`src/rtl/perf_uart_arbiter_if.sv`:
```
`default_nettype none
// ============================================================================
// Module      : perf_uart_arbiter_if
// Description : Requester lanes and UART FIFO write port of the arbiter.
// Revision    : 1.0 - initial release
// ============================================================================
interface perf_uart_arbiter_if #(
    parameter int NREQ = 4
);
    logic [NREQ-1:0]   req_valid;
    logic [8*NREQ-1:0] req_data;
    logic [NREQ-1:0]   req_last;
    logic [NREQ-1:0]   req_ready;
    logic              full;
    logic [7:0]        data_o;
    logic              wr_en;
    logic [NREQ-1:0]   grant_o;
    logic              busy;
    logic [7:0]        abort_cnt;

    // Requesters plus the FIFO status side.
    modport master (
        output req_valid,
        output req_data,
        output req_last,
        output full,
        input  req_ready,
        input  data_o,
        input  wr_en,
        input  grant_o,
        input  busy,
        input  abort_cnt
    );

    // Arbiter side.
    modport slave (
        input  req_valid,
        input  req_data,
        input  req_last,
        input  full,
        output req_ready,
        output data_o,
        output wr_en,
        output grant_o,
        output busy,
        output abort_cnt
    );
endinterface
`default_nettype wire

```
`src/rtl/perf_uart_arbiter.sv`:
```
`default_nettype none
// ============================================================================
// Module      : perf_uart_arbiter
// Description : Message-level round-robin arbiter with starvation watchdog
//               feeding a single UART TX FIFO byte port.
// Revision    : 1.0 - initial release
// ============================================================================
module perf_uart_arbiter #(
    parameter int NREQ    = 4,
    parameter int TIMEOUT = 1024
) (
    input  logic                clk,
    input  logic                rstn,
    perf_uart_arbiter_if.slave  bus
);
    localparam int c_ptr_w = (NREQ > 1) ? $clog2(NREQ) : 1;
    localparam int c_stv_w = (TIMEOUT > 2) ? $clog2(TIMEOUT) : 1;

    localparam logic [c_ptr_w:0]   c_nreq     = (c_ptr_w+1)'(NREQ);
    localparam logic [c_ptr_w-1:0] c_last_idx = c_ptr_w'(NREQ - 1);
    localparam logic [c_stv_w-1:0] c_stv_max  = c_stv_w'(TIMEOUT - 1);
    localparam logic [NREQ-1:0]    c_oh_one   = {{(NREQ-1){1'b0}}, 1'b1};

    localparam logic [0:0] c_idle = 1'b0;
    localparam logic [0:0] c_xfer = 1'b1;

    logic [0:0]         r_state;
    logic [c_ptr_w-1:0] r_ptr;
    logic [c_ptr_w-1:0] r_g;
    logic [c_stv_w-1:0] r_starve;
    logic [NREQ-1:0]    r_grant;
    logic [7:0]         r_data;
    logic               r_wr_en;
    logic [7:0]         r_abort_cnt;

    logic               w_any;
    logic [c_ptr_w-1:0] w_pick;
    logic [c_ptr_w-1:0] w_next_ptr;
    logic               w_own_valid;
    logic               w_own_last;
    logic [7:0]         w_own_data;
    logic               w_accept;
    logic               w_starved_out;

    // Rotating priority: the lowest offset from r_ptr with a valid lane wins,
    // so iterate from the farthest offset down and let nearer hits overwrite.
    always_comb begin : p_pick
        logic [c_ptr_w:0] v_sum;
        w_any  = |bus.req_valid;
        w_pick = r_ptr;
        v_sum  = '0;
        for (int k = NREQ - 1; k >= 0; k--) begin
            v_sum = {1'b0, r_ptr} + (c_ptr_w+1)'(k);
            if (v_sum >= c_nreq) begin
                v_sum = v_sum - c_nreq;
            end
            if (bus.req_valid[v_sum[c_ptr_w-1:0]]) begin
                w_pick = v_sum[c_ptr_w-1:0];
            end
        end
    end

    assign w_next_ptr    = (r_g == c_last_idx) ? '0 : r_g + 1'b1;
    assign w_own_valid   = bus.req_valid[r_g];
    assign w_own_last    = bus.req_last[r_g];
    assign w_own_data    = bus.req_data[{r_g, 3'b000} +: 8];
    assign w_accept      = (r_state == c_xfer) && w_own_valid && !bus.full;
    assign w_starved_out = (r_state == c_xfer) && !w_own_valid && (r_starve == c_stv_max);

    // Only the owner lane sees ready, and only while the FIFO has room.
    for (genvar i = 0; i < NREQ; i++) begin : g_ready
        assign bus.req_ready[i] = (r_state == c_xfer) && (r_g == c_ptr_w'(i)) && !bus.full;
    end

    always_ff @(posedge clk or negedge rstn) begin
        if (!rstn) begin
            r_state     <= c_idle;
            r_ptr       <= '0;
            r_g         <= '0;
            r_starve    <= '0;
            r_grant     <= '0;
            r_data      <= 8'h00;
            r_wr_en     <= 1'b0;
            r_abort_cnt <= 8'h00;
        end else begin
            r_wr_en <= 1'b0;
            case (r_state)
                c_idle: begin
                    if (w_any) begin
                        r_g      <= w_pick;
                        r_grant  <= c_oh_one << w_pick;
                        r_starve <= '0;
                        r_state  <= c_xfer;
                    end
                end
                c_xfer: begin
                    if (w_accept) begin
                        r_data   <= w_own_data;
                        r_wr_en  <= 1'b1;
                        r_starve <= '0;
                        if (w_own_last) begin
                            r_state <= c_idle;
                            r_grant <= '0;
                            r_ptr   <= w_next_ptr;
                        end
                    end else if (w_starved_out) begin
                        // Watchdog: drop the silent owner so others get a turn.
                        r_state  <= c_idle;
                        r_grant  <= '0;
                        r_ptr    <= w_next_ptr;
                        r_starve <= '0;
                        if (r_abort_cnt != 8'hFF) begin
                            r_abort_cnt <= r_abort_cnt + 8'h01;
                        end
                    end else if (!w_own_valid) begin
                        r_starve <= r_starve + 1'b1;
                    end
                end
                default: begin
                    r_state <= c_idle;
                end
            endcase
        end
    end

    assign bus.data_o    = r_data;
    assign bus.wr_en     = r_wr_en;
    assign bus.grant_o   = r_grant;
    assign bus.busy      = (r_state == c_xfer);
    assign bus.abort_cnt = r_abort_cnt;

endmodule
`default_nettype wire
```
`src/flat_wrapper.sv`:
```
// flat-port wrapper written by rule: the top's interface ports become plain ports
module perf_uart_arbiter_flat 
#(
    parameter int NREQ    = 4,
    parameter int TIMEOUT = 1024
)
  (clk, rstn, bus_req_valid, bus_req_data, bus_req_last, bus_full, bus_req_ready, bus_data_o, bus_wr_en, bus_grant_o, bus_busy, bus_abort_cnt);
  perf_uart_arbiter_if #(.NREQ(NREQ)) bus_i ();
  input  logic clk;
  input  logic rstn;
  input wire logic [$bits(bus_i.req_valid)-1:0] bus_req_valid;
  input wire logic [$bits(bus_i.req_data)-1:0] bus_req_data;
  input wire logic [$bits(bus_i.req_last)-1:0] bus_req_last;
  input wire logic [$bits(bus_i.full)-1:0] bus_full;
  output wire logic [$bits(bus_i.req_ready)-1:0] bus_req_ready;
  output wire logic [$bits(bus_i.data_o)-1:0] bus_data_o;
  output wire logic [$bits(bus_i.wr_en)-1:0] bus_wr_en;
  output wire logic [$bits(bus_i.grant_o)-1:0] bus_grant_o;
  output wire logic [$bits(bus_i.busy)-1:0] bus_busy;
  output wire logic [$bits(bus_i.abort_cnt)-1:0] bus_abort_cnt;
  assign bus_i.req_valid = bus_req_valid;
  assign bus_i.req_data = bus_req_data;
  assign bus_i.req_last = bus_req_last;
  assign bus_i.full = bus_full;
  assign bus_req_ready = bus_i.req_ready;
  assign bus_data_o = bus_i.data_o;
  assign bus_wr_en = bus_i.wr_en;
  assign bus_grant_o = bus_i.grant_o;
  assign bus_busy = bus_i.busy;
  assign bus_abort_cnt = bus_i.abort_cnt;
  perf_uart_arbiter #(.NREQ(NREQ), .TIMEOUT(TIMEOUT)) u_core (.clk(clk), .rstn(rstn), .bus(bus_i));
endmodule
```
`config.mk`:
```
export PLATFORM = sky130hd
export DESIGN_NAME = perf_uart_arbiter_flat
export DESIGN_NICKNAME = d
export VERILOG_FILES = /design/src/rtl/perf_uart_arbiter_if.sv /design/src/rtl/perf_uart_arbiter.sv /design/src/flat_wrapper.sv
export SDC_FILE = /design/constraint.sdc
export NUM_CORES = 1
export LEC_CHECK = 0
export ABC_CLOCK_PERIOD_IN_PS = 3400
export BUFFER_PORTS_ARGS = -buffer_cell sky130_fd_sc_hd__buf_2
export CAP_MARGIN = 20
export CELL_PAD_IN_SITES_DETAIL_PLACEMENT = 1
export CELL_PAD_IN_SITES_GLOBAL_PLACEMENT = 1
export CORE_UTILIZATION = 38
export DETAILED_ROUTE_END_ITERATION = 8
export PLACE_DENSITY_LB_ADDON = 0.1
export SLEW_MARGIN = 20
export SYNTH_ARGS = -nofsm -noshare
export SYNTH_HDL_FRONTEND = slang
export SYNTH_SLANG_ARGS = --single-unit
```
`constraint.sdc`:
```
create_clock -name clk -period 3.4 [get_ports clk]
set_input_delay 0.51 -clock clk [delete_from_list [all_inputs] [get_ports clk]]
set_output_delay 0.51 -clock clk [all_outputs]
set_load 0.01 [all_outputs]
```
==> summary by stage, run 1 <==
Status
The flow ran to the end, and the final reports show no timing, DRC or antenna violations.

Timing
The count of final max-slew check failures is 0. The worst pin sits at a relative slew slack of 46.05%. Setup repair after global routing left no endpoint under its margin. The measured slew at the worst slew-check pin is 0.8093 ns. The final critical path takes up around 74% of the cycle. The number of hold violations in the final report is 0. For the final database, setup skew stands at around 0.0095 ns. The setup TNS after final layout is 0 ns. The achievable frequency is ~0.4 GHz. The worst path in the final design needs a cycle of about 2.5 ns, including I/O delays and setup. Setup violations remaining at the end of the flow were counted as 0.

Logic synthesis
After synthesis, the share of flip-flops with an asynchronous set or reset is 100.0%. The synthesized net count is approximately 240. The synthesis warning total is 0. The synthesized area per cell is 10.88 um2. Synthesis handed over a netlist of 193 instances. The number of enable flip-flop cells after synthesis is 0.

For this run, the leading register cell type out of synthesis is sky130_fd_sc_hd__dfrtp_1. The mapped netlist covers 2101 um2. The number of flip-flops and latches in the synthesized netlist is 36. The count of different cell masters after synthesis is 46.

The share of synthesized area occupied by flip-flops and latches is 42.88%.

Final layout
The final antenna diode count is 0. The library cells used most frequently in the layout, excluding fill and tap cells, are 68 x sky130_fd_sc_hd__buf_2, 36 x sky130_fd_sc_hd__dfrtp_1, 22 x sky130_fd_sc_hd__nand2_1. Leaving out fill and tap cells, the most frequent cell in the layout is sky130_fd_sc_hd__buf_2. The layout-stage area growth over the synthesis result is 23.82%.

The number of fillers in the final layout is 608. The sequential cells in the finished layout cover a total of 900.9 um2. The final standard cell area without fillers is 2601 um2.

Cells with a size suffix above 1 make up 39.85% of the layout. The multi-input combinational cells in the finished layout cover a total of around 1100 um2. For this run, the post-layout net count is 314. For this run, the share of the core covered by cells in the final layout is 49.98%.

CTS
The number of clock buffers added by TritonCTS is 5. Gates resized during post-CTS repair numbered 0. The later-pin clock latency in the skew report is around 0.29 ns. The post-CTS setup buffer count is 0. The H-tree was split into 2 levels. The clock tree buffer depth is 2. The count of hold-fix buffers inserted at cts is 0. Clock-pin slew was measured on the worst setup and hold paths at 0.08 ns.

The number of sinks handled by clock tree synthesis is 36. The tree is rooted in a sky130_fd_sc_hd__clkbuf_8. TritonCTS built the clock tree.

Pwr
Cell internal power was estimated by the tool at 0.001075 W. The maximum vdd drop is 359.9 uV. The portion of total power attributed to the clock network is 17.3%. The sequential group share of total power is around 37%. Summed over all nets, the switching power comes to between 0.0006 and 0.0007 W. The share of total power consumed by net switching is 37.95%.

The power share of the combinational group is about 46%. For this design the static power due to leakage is 1.269 nW. For this design the ratio of total power to cell area is 666.1 nW/um2.

Routing
The number of design-rule violations left by the first detailed-router iteration is 78. The number of detailed-route iterations in the first pass is 5. The detailed router placed 1,790 vias in this run. The total detailed-routing wirelength is 4979 um.

The average vias per placed instance is between 5 and 6. The DRC violation count after routing is 0. In the final routed layout, each cell accounts on average for 14.82 um. The detail route stage leaves a number of antenna-violating nets equal to 0.

Critical path
The kind of end point of the critical path is a flip-flop. The critical-path cell with the highest stage delay is sky130_fd_sc_hd__or4b_4. The cell family contributing the most delay on the critical path is simple AND/OR/NAND/NOR gates. The maximum fanout along the worst path is 8. The maximum cell stage delay along the critical path is 0.59 ns. The category of the critical setup timing path is reg2reg.

The startpoint type of the worst setup path is a flip-flop. The critical path goes through mux4_2 > or4b_4 > or3b_1 > nor3_2 > xor2_1. The buffering stage count on the worst path with inverters included is 0. The critical path arrival is roughly 2.8 ns. The endpoint required time on the critical path is 3.62 ns.

Global routing
The via count of the first global-routing pass is 1,828. After global routing the overflow that remains totals 0. The initial antenna violation count is 0. The overall track demand over capacity in global routing is 18.66%. Entering global routing, the biggest net connects 37 pins. The first global-routing pass estimated slightly below 9000 um of wire.

Run
The number of max-cap violations is 0.

Die
In this run the vertical extent of the chip is roughly 76 um. The placeable core area is 5205 um2. After floorplanning, the core was divided into 26 placement rows. The horizontal die dimension is about 76 um. The floorplan step defined a die boundary enclosing 5829 um2.

The initial standard-cell utilization of the core is 40.36%. Pin placement for this block handled 69 I/O pins.

Placed design
The detailed placement HPWL is 3865 um. The count of buffers added on input and output ports is 68. After detailed placement, the total cell area comes to between 2000 and 3000 um2. Routability-driven placement finished with a final weighted congestion of 0.7078.

Min path
The path class of the tightest hold or removal check is in2async.
[sequential cells by signal, summed over array words and instances, names as in the netlist]
register / count
u_core.bus.wr_en: 1
u_core.bus.data_o: 8
u_core.r_starve: 10
u_core.r_g: 2
u_core.bus.busy: 1
u_core.r_ptr: 2
u_core.bus.abort_cnt: 8
u_core.bus.grant_o: 4
[power by group through the flow]
stage | Sequential [W] | Combinational, W | Clock, W
after CTS | 0.000636 | 0.000813 | 0.000315
after global placement | 0.000641 | 0.000799 | 0
after floorplan | 0.000671 | 0.000522 | 0
after global routing | 0.000655 | 0.000884 | 0.000332
final | 0.000635 | 0.000797 | 0.000300
after detailed placement | 0.000643 | 0.000808 | 0
[per-layer routing]
layer  vias up  GRT usage, %  share of wire [%]
li1        856             -                  -
met1       869         22.16                 42
met2        53         31.44                 49
met3        12         6.108                6.5
met4         0         6.731                2.3
met5         -             0                  0
[synthesized netlist by cell type, types with 3 or more instances]
master	count	area (um2)
sky130_fd_sc_hd__nand3_1	12	60.06
sky130_fd_sc_hd__and2_1	6	37.54
sky130_fd_sc_hd__o21ai_0	10	50.05
sky130_fd_sc_hd__and3_1	3	18.77
sky130_fd_sc_hd__nand2_1	22	82.58
sky130_fd_sc_hd__or3_1	4	25.02
sky130_fd_sc_hd__o22ai_1	5	31.28
sky130_fd_sc_hd__ha_1	6	75.07
sky130_fd_sc_hd__inv_1	9	33.78
sky130_fd_sc_hd__dfrtp_1	36	900.9
sky130_fd_sc_hd__nand2b_1	4	25.02
sky130_fd_sc_hd__mux4_2	10	225.2
sky130_fd_sc_hd__nand4_1	3	18.77
sky130_fd_sc_hd__nor2_1	6	22.52
sky130_fd_sc_hd__mux2_2	11	123.9
sky130_fd_sc_hd__a21oi_1	3	15.01
sky130_fd_sc_hd__nor3_2	3	30.03
sky130_fd_sc_hd__xor2_1	6	52.55
[per-stage QoR]
| step | total power [W] | hold WS [ns] | cells | worst slack (ns) |
|---|---|---|---|---|
| 2_1_floorplan | 0.001193 | 0.2144 | 193 | 0.9265 |
| 3_3_place_gp | 0.001440 | 0.4721 | 328 | 0.6547 |
| 3_5_place_dp | 0.001451 | 0.4727 | 328 | 0.5985 |
| 4_1_cts | 0.001765 | 0.3342 | 336 | 0.8565 |
| 5_1_grt | 0.001872 | 0.3657 | 336 | 0.7506 |
| 6_report | 0.001733 | 0.3049 | 336 | 0.8684 |
[cell type report]
cell class	count	area share (%)
timing repair buffer	70	13.66
inverter	9	1.299
tap	70	3.367
sequential	36	34.63
multi-input combinational	143	43.67
clock buffer	5	2.646
clock inverter	3	0.7215
[final timing paths]
check	from	end	slack, ns	cells past startpoint
worst max-delay path	u_core.r_g[1]$_DFFE_PN0P_	u_core.bus.abort_cnt[7]$_DFFE_PN0P_	0.87	5
worst min-delay path	rstn	u_core.bus.abort_cnt[4]$_DFFE_PN0P_	0.30	1
worst max register to register	u_core.r_g[1]$_DFFE_PN0P_	u_core.bus.abort_cnt[7]$_DFFE_PN0P_	0.87	5
worst min register to register	u_core.bus.abort_cnt[5]$_DFFE_PN0P_	u_core.bus.abort_cnt[5]$_DFFE_PN0P_	0.48	1
max in group asynchronous	rstn	u_core.r_starve[8]$_DFFE_PN0P_	2.58	1
min in group clk	u_core.bus.abort_cnt[5]$_DFFE_PN0P_	u_core.bus.abort_cnt[5]$_DFFE_PN0P_	0.48	1
[cell families after synthesis]
logic type               after synthesis  synth area share, %
XOR/XNOR                               7                2.918
AND/OR/NAND/NOR                       72                18.64
AO/OA/AOI/OAI                         35                11.38
buffers and inverters                 14                3.037
multiplexers                          23                17.57
adder cells (fa/ha/maj)                6                3.573
flip-flops                            36                42.88
(Power assumes the default switching activity.)
==> inputs of run 2 (changes only) <==
Settings changed: ABC_AREA set to 1, ABC_CLOCK_PERIOD_IN_PS 3400 to 2270, CORE_UTILIZATION 38 to 33.
Clock period 3.4 ns to 2.27 ns, I/O delays scaled along.
==> summary by stage, run 2 <==
CTS
The number of sinks handled by clock tree synthesis is 36 (unchanged). TritonCTS built the clock tree. The CTS clock-pin slew for the worst setup and hold paths was 0.07 ns (about the same). The total CTS buffers came to 5 (unchanged). The count of hold-fix buffers inserted at cts is 0 (unchanged). The post-cts repair resize count is 0 (unchanged). The post-CTS setup buffer count came to 0 (unchanged). In this run the clock root is driven by a sky130_fd_sc_hd__clkbuf_8. The number of levels the H-tree was split into is 2 (unchanged). The later-pin clock latency in the skew report came to 0.28 ns (about the same). The clock tree buffer depth is 2 (unchanged).

Critical path
The largest delay contributor family on the critical path is buffers and inverters. The critical-path cell with the highest stage delay is sky130_fd_sc_hd__dfrtp_1. The maximum cell stage delay along the critical path is 0.47 ns (-0.12 ns).

By startpoint and endpoint, the worst setup path is classified as reg2out. The startpoint type of the worst setup path is a flip-flop. The maximum fanout along the worst path is 22 (+14).

Walking the worst path, the cells encountered are inv_1 > buf_4 > ha_1 > nand2_1 > nor2_1 > buf_2. The internal reg-to-reg setup slack was 0.44 ns (-0.43 ns). The kind of end point of the critical path is a primary output. The cell depth of the worst flop-to-flop path is 10 (+5).

The buffering stage count on the worst path with inverters included is 3 (+3). The critical path arrival came to 1.67 ns (-1.08 ns). In this run the critical register-to-register path is launched from u_core.r_starve[0]$_DFFE_PN0P_. The critical register-to-register path endpoint is u_core.bus.abort_cnt[7]$_DFFE_PN0P_. The endpoint required time on the critical path is 1.93 ns (-1.69 ns).

Logic synthesis
The number of enable flip-flop cells after synthesis is 0 (unchanged). By area the synthesized netlist is led by sky130_fd_sc_hd__dfrtp_1 38%, sky130_fd_sc_hd__nand2_1 18%, sky130_fd_sc_hd__nor2_1 5.5%, sky130_fd_sc_hd__o21ai_0 5.4%, sky130_fd_sc_hd__inv_1 4.9%. The synthesized design spends more area on one cell type than any other, namely sky130_fd_sc_hd__dfrtp_1.

The synthesis warning total came to 0 (unchanged). The most used flip-flop cell after synthesis is sky130_fd_sc_hd__dfrtp_1. The fraction of post-synthesis cell area in the top cell type by area came to 37.62% (-5.3 points). The synthesized net count is 389 (+61%). The share of synthesized area occupied by flip-flops and latches is 37.62% (-5.3 points).

By count the netlist is led by 116 x sky130_fd_sc_hd__nand2_1, 36 x sky130_fd_sc_hd__dfrtp_1, 35 x sky130_fd_sc_hd__nor2_1. The number of flip-flops and latches in the synthesized netlist is 36 (unchanged). The cell area after synthesis is 2395 um2 (+14%). The synthesized area per cell is 7.044 um2 (-35%). The count of different cell masters after synthesis was 34 (-26%). The share of synthesized registers carrying an async set or reset is 100.0% (unchanged). Among all cell types in the netlist, the one instantiated most often is sky130_fd_sc_hd__nand2_1. The synthesized instance count is 340 (+76%).

Die
The placeable core area is 6907 um2 (+33%). The total I/O pin count is 69 (unchanged). The area enclosed by the die boundary came to 7601 um2 (+30%).

The horizontal die dimension came to 87.19 um (+14%). The number of rows created at floorplan is 30 (+15%). The height of the die came to 87.19 um (+14%). The initial standard-cell utilization of the core is 34.67% (-5.7 points).

Placed design
The number of buffer cells added on primary ports is 68 (unchanged). The weighted congestion at the end of routability-driven global placement is 0.8144 (+15%). The detailed placement HPWL came to 5118 um (+32%).

The setup slack after placement is 0.4289 ns (-0.1696 ns). The placement-stage cell area was 2829 um2 (+13%).

Timing
Setup repair after global routing left no endpoint under its margin. The worst setup skew after layout is 0.006195 ns (-0.003346 ns). The count of final max-slew check failures is 0 (unchanged). After layout, the worst path uses 88.39% of the clock period.

The achievable frequency is 0.4984 GHz. The routed design could run at a clock period as short as 2.006 ns. The number of hold violations in the final report is 0 (unchanged).

The tightest slew margin relative to the limit is 45.41% (-0.64 points). The total of endpoints with negative setup slack in the final report is 0 (unchanged). The setup TNS after final layout came to 0 ns (unchanged).

The measured slew at the worst slew-check pin is 0.8189 ns (+0.009593 ns). The final critical-path setup slack was 0.2636 ns (-0.6048 ns).

Routing
The DRC violation count after routing is 0 (unchanged). The average vias per placed instance is 4.747 (-11%). The number of design-rule violations left by the first detailed-router iteration is 47 (-40%). The post-detailed-route wirelength per cell is 13.08 um (-12%). The detailed-route via count is 2,402 (+34%). The total detailed-routing wirelength is 6620 um (+33%). The antenna violation net count after detailed routing came to 0 (unchanged). The number of detailed-route iterations in the first pass is 4 (-1).

Global routing
The pin count of the biggest net entering global routing came to 37 (unchanged). The initial antenna violation count is 0 (unchanged). The wire length of the first global-routing pass is 11,380 um (+31%). The overall track demand over capacity in global routing is 18.76% (+0.10 points). The via count of the first global-routing pass is 2,539 (+39%). The final global-route overflow total is 0 (unchanged).

Pwr
The sequential group share of total power is 30.6% (-6.1 points). The cell-internal power is 0.001603 W (+49%). The power dissipated by switching net loads is 0.001493 W (+130%). The areal power density over the cells was 1065 nW/um2 (+60%). The share of total power consumed by net switching is 48.23% (+10 points).

The maximum vdd drop was 454.3 uV (+26%). The power share of the combinational group is 55.5% (+9.5 points). The static power due to leakage came to 1.597 nW (+26%). The portion of total power attributed to the clock network is 13.9% (-3.4 points). The total power consumption of the routed design is 0.003095 W (+79%).

Final layout
The final standard cell area without fillers was 2907 um2 (+12%). The fraction of layout cells with a size suffix above 1 is 25.37% (-14 points). The commonest non-fill, non-tap cell in the layout is sky130_fd_sc_hd__nand2_1.

The layout-stage area growth over the synthesis result is 21.37%. The total number of nets in the final design is 459 (+46%). The register name with the most flops is u_core.r_starve. The final antenna diode count is 0 (unchanged). The library cells used most frequently in the layout, excluding fill and tap cells, are 116 x sky130_fd_sc_hd__nand2_1, 68 x sky130_fd_sc_hd__buf_2, 36 x sky130_fd_sc_hd__dfrtp_1.

The flip-flop count of the largest register, all copies and words added is 10 (unchanged). The number of fillers in the final layout is 950 (+56%). The post-layout utilization of the core is 42.08% (-7.9 points).

Run
The number of max-cap violations is 0 (unchanged).

Min path
The min-delay analysis places its worst path in the category in2async.

Status
The flow ran to the end, and the final reports show no timing, DRC or antenna violations.
[run 2: cells by family (layout without fill, tap and decap cells)]
| group | after synthesis | after routing | share of synthesized area (%) |
|---|---|---|---|
| compound gates | 46 | 46 | 10.87 |
| xor+xnor | 7 | 7 | 2.560 |
| fa+ha+maj | 6 | 6 | 3.135 |
| buf+inv | 44 | 114 | 7.837 |
| flops | 36 | 36 | 37.62 |
| simple gates | 201 | 201 | 37.98 |
[run 2: worst max path at each step]
stage                                   start                             endpoint  slack, ns  cells past startpoint
5_1_grt             u_core.r_g[0]$_DFFE_PN0P_                     bus_req_ready[0]       0.14                      6
2_1_floorplan       u_core.r_g[0]$_DFFE_PN0P_                     bus_req_ready[2]       0.58                      6
4_1_cts             u_core.r_g[0]$_DFFE_PN0P_                     bus_req_ready[0]       0.25                      6
6_report            u_core.r_g[0]$_DFFE_PN0P_                     bus_req_ready[0]       0.26                      6
3_5_place_dp   u_core.r_starve[0]$_DFFE_PN0P_  u_core.bus.abort_cnt[5]$_DFFE_PN0P_       0.43                     10
3_3_place_gp                 bus_req_valid[1]       u_core.r_starve[0]$_DFFE_PN0P_       0.41                      9
[run 2: layout make-up]
type / count / area (um2) / area share (%)
Multi-Input combinational cell: 260 / 1306 / 44.94
Clock buffer: 6 / 72.57 / 2.497
Timing Repair Buffer: 72 / 370.4 / 12.74
Clock inverter: 1 / 5.005 / 0.1722
Sequential cell: 36 / 900.9 / 30.99
Tap cell: 96 / 120.1 / 4.133
Inverter: 35 / 131.4 / 4.520
[run 2: through the flow]
stage	instances	hold WS (ns)
2_1_floorplan	340	0.04491
3_3_place_gp	499	0.4622
3_5_place_dp	499	0.4634
4_1_cts	506	0.1830
5_1_grt	506	0.2323
6_report	506	0.1510
[run 2: per-layer routing]
metal | vias up | track usage [%] | wire [um]
met4 | 0 | 2.683 | 31
met5 | - | 0 | 0
met1 | 1133 | 24.47 | 3183
li1 | 1222 | - | -
met2 | 43 | 33.43 | 3162
met3 | 4 | 2.938 | 243
[run 2: power by group through the flow]
stage | clock network (W) | logic (W) | registers [W]
2_1_floorplan | 0 | 0.00121 | 0.000975
3_5_place_dp | 0 | 0.00174 | 0.000963
3_3_place_gp | 0 | 0.00171 | 0.000954
6_report | 0.000431 | 0.00172 | 0.000948
5_1_grt | 0.000471 | 0.00197 | 0.000978
4_1_cts | 0.000448 | 0.00175 | 0.000952
==> inputs of run 3 (changes only) <==
--- a/config.mk
+++ b/config.mk
@@ -13,5 +13,6 @@
 export CELL_PAD_IN_SITES_GLOBAL_PLACEMENT = 1
+export CORE_MARGIN = 8
 export CORE_UTILIZATION = 33
 export DETAILED_ROUTE_END_ITERATION = 8
-export PLACE_DENSITY_LB_ADDON = 0.1
+export PLACE_DENSITY_LB_ADDON = 0.15
 export SLEW_MARGIN = 20
==> constraint.sdc (replaced) <==
create_clock -name clk -period 2.27 [get_ports clk]
set_input_delay 0.227 -clock clk [delete_from_list [all_inputs] [get_ports clk]]
set_output_delay 0.227 -clock clk [all_outputs]
set_load 0.01 [all_outputs]
==> summary by stage, run 3 (synthesis gave the netlist of run 2 again) <==
Status
The run finished with clean final reports.

Critical path
The critical path arrival came to 1.96 ns (+0.29 ns). The kind of end point of the critical path is a flip-flop. The endpoint required time on the critical path was 2.45 ns (+0.52 ns). The maximum fanout along the worst path is 22 (unchanged).

The worst setup path is of the reg2reg kind. The internal reg-to-reg setup slack came to 0.50 ns (+0.06 ns). The startpoint type of the worst setup path is a flip-flop.

Timing
The tightest slew margin relative to the limit is 46.36% (+0.96 points). The worst hold slack across all endpoints is 0.02581 ns (-0.1252 ns). The measured slew at the worst slew-check pin is 0.8045 ns (-0.01434 ns). The count of final max-slew check failures is 0 (unchanged). The achievable frequency is 0.5646 GHz (+13%). Setup repair after global routing left no endpoint under its margin. The final clock period utilization by the worst path is 78.03% (-10 points). The total of endpoints with negative setup slack in the final report is 0 (unchanged). The setup TNS after final layout came to 0 ns (unchanged). The number of hold violations in the final report is 0 (unchanged). The worst setup skew after layout is 0.006543 ns (+0.0003487 ns).

The time the worst path needs with I/O delays and setup is 1.771 ns (-0.2352 ns).

Pwr
The static power due to leakage was 1.606 nW (+0.58%). The total power consumption of the routed design is 0.003157 W (+2.0%). The areal power density over the cells is 1078 nW/um2 (+1.2%). The maximum vdd drop is 408.0 uV (-10%).

Global routing
The via count of the first global-routing pass is 2,523 (-0.63%). The pin count of the biggest net entering global routing came to 37 (unchanged). The initial antenna violation count is 0 (unchanged). The overall track demand over capacity in global routing is 14.48% (-4.3 points).

The final global-route overflow total is 0 (unchanged). The wire length of the first global-routing pass is 11,990 um (+5.4%).

Final layout
The flip-flop count of the largest register, all copies and words added was 10 (unchanged). The total number of nets in the final design came to 459 (unchanged). Leaving out fill and tap cells, the most frequent cell in the layout is sky130_fd_sc_hd__nand2_1. Leaving out fill and tap cells, the most frequent cells in the layout are 116 x sky130_fd_sc_hd__nand2_1, 68 x sky130_fd_sc_hd__buf_2, 36 x sky130_fd_sc_hd__dfrtp_1. More flip-flops sit in one register than any other, and that register is u_core.r_starve. The post-layout utilization of the core was 41.04% (-1.0 points).

The layout-stage area growth over the synthesis result is 22.31%. The final instance count without filler cells came to 509 (+0.59%). The final antenna diode count came to 0 (unchanged). The fraction of layout cells with a size suffix above 1 came to 25.61% (+0.24 points). The number of fillers in the final layout is 981 (+3.3%).

Die
The number of rows created at floorplan is 31 (+3.3%). The horizontal die dimension was 101.2 um (+16%). The total I/O pin count is 69 (unchanged). The area enclosed by the die boundary came to 10,240 um2 (+35%). The initial standard-cell utilization of the core is 33.56% (-1.1 points). The height of the die came to 101.2 um (+16%).

The placeable core area was 7137 um2 (+3.3%).

Run
The number of max-cap violations is 0 (unchanged).

Routing
The post-detailed-route wirelength per cell is 13.72 um (+4.9%). The number of detailed-route iterations in the first pass is 4 (unchanged). The average vias per placed instance came to 4.640 (-2.2%). The antenna violation net count after detailed routing is 0 (unchanged). The total detailed-routing wirelength is 6986 um (+5.5%). The number of design-rule violations left by the first detailed-router iteration is 69 (+47%). The detailed-route via count is 2,362 (-1.7%).

The DRC violation count after routing is 0 (unchanged).

CTS
The TritonCTS clock tree is done. The number of sinks handled by clock tree synthesis was 36 (unchanged). The CTS clock-pin slew for the worst setup and hold paths is 0.07 ns (about the same). The later-pin clock latency in the skew report is 0.29 ns (about the same). The count of hold-fix buffers inserted at cts is 0 (unchanged). The tree is rooted in a sky130_fd_sc_hd__clkbuf_8.

The clock tree buffer depth came to 2 (unchanged). The post-CTS setup buffer count came to 0 (unchanged). The total CTS buffers was 5 (unchanged).

The post-cts repair resize count is 0 (unchanged). The number of levels the H-tree was split into was 2 (unchanged).

Placed design
The weighted congestion at the end of routability-driven global placement is 0.7866 (-3.4%). The number of cells in the design after placement came to 502 (+0.60%). The number of buffer cells added on primary ports was 68 (unchanged). The detailed placement HPWL was 5569 um (+8.8%).

Min path
The worst min-delay path class is in2async.
-- run 3: cell count changes in the layout (fill, tap and decap cells not counted) --
| cell | delta |
|---|---|
| sky130_fd_sc_hd__clkbuf_1 | -1 |
| sky130_fd_sc_hd__clkbuf_8 | +2 |
| sky130_fd_sc_hd__clkinv_2 | -1 |
-- run 3: final timing paths --
| kind | end | startpoint | depth (start not counted) |
|---|---|---|---|
| setup / recovery | u_core.bus.abort_cnt[1]$_DFFE_PN0P_ | u_core.r_g[0]$_DFFE_PN0P_ | 11 |
| hold / removal | u_core.r_starve[5]$_DFFE_PN0P_ | rstn | 1 |
| setup reg to reg | u_core.bus.abort_cnt[1]$_DFFE_PN0P_ | u_core.r_g[0]$_DFFE_PN0P_ | 11 |
| hold reg to reg | u_core.bus.data_o[2]$_DFFE_PN0P_ | u_core.bus.data_o[2]$_DFFE_PN0P_ | 2 |
| max in group asynchronous | u_core.bus.data_o[6]$_DFFE_PN0P_ | rstn | 1 |
| min in group clk | u_core.bus.data_o[0]$_DFFE_PN0P_ | bus_req_data[0] | 5 |
-- run 3: critical path, stage by stage (launching register included) --
cell and delay (ns):
sky130_fd_sc_hd__dfrtp_1 0.38, sky130_fd_sc_hd__buf_4 0.20, sky130_fd_sc_hd__nand2_1 0.09, sky130_fd_sc_hd__nand3_2 0.10, sky130_fd_sc_hd__nand2_4 0.13, sky130_fd_sc_hd__inv_2 0.05, sky130_fd_sc_hd__nand2_2 0.18, sky130_fd_sc_hd__nand2_1 0.10
sky130_fd_sc_hd__nor2_2 0.20, sky130_fd_sc_hd__inv_1 0.12, sky130_fd_sc_hd__nand2_1 0.08, sky130_fd_sc_hd__nand2_1 0.04
-- run 3: power by group --
part / internal, W / leakage (nW) / switching, W / total (W)
Sequential: 0.000812 / 0.473 / 0.000128 / 0.000940
Combinational: 0.000583 / 1.08 / 0.00114 / 0.00172
Clock: 0.000270 / 0.0503 / 0.000223 / 0.000494
Total: 0.00166 / 1.61 / 0.00149 / 0.00316
-- run 3: final cells by class --
| cell class | count | area [um2] | area share [%] |
|---|---|---|---|
| Multi-Input combinational cell | 260 | 1306 | 44.60 |
| Inverter | 35 | 131.4 | 4.485 |
| Tap cell | 99 | 123.9 | 4.229 |
| Timing Repair Buffer | 72 | 370.4 | 12.64 |
| Clock buffer | 7 | 96.34 | 3.289 |
| Sequential cell | 36 | 900.9 | 30.76 |
-- run 3: stage by stage --
stage               setup WS, ns  cell area (um2)
finish                    0.4988             2929
global route              0.3020             2929
CTS                       0.4662             2929
detailed placement        0.4649             2833
global placement          0.5368             2833
floorplan                 0.6956             2395
-- run 3: metal layers --
| metal | routed length [um] | vias up | GRT usage, % |
|---|---|---|---|
| li1 | - | 1225 | - |
| met1 | 3351 | 1084 | 18.46 |
| met2 | 3259 | 47 | 23.68 |
| met3 | 289 | 6 | 3.230 |
| met4 | 85 | 0 | 4.467 |
| met5 | 0 | - | 0 |
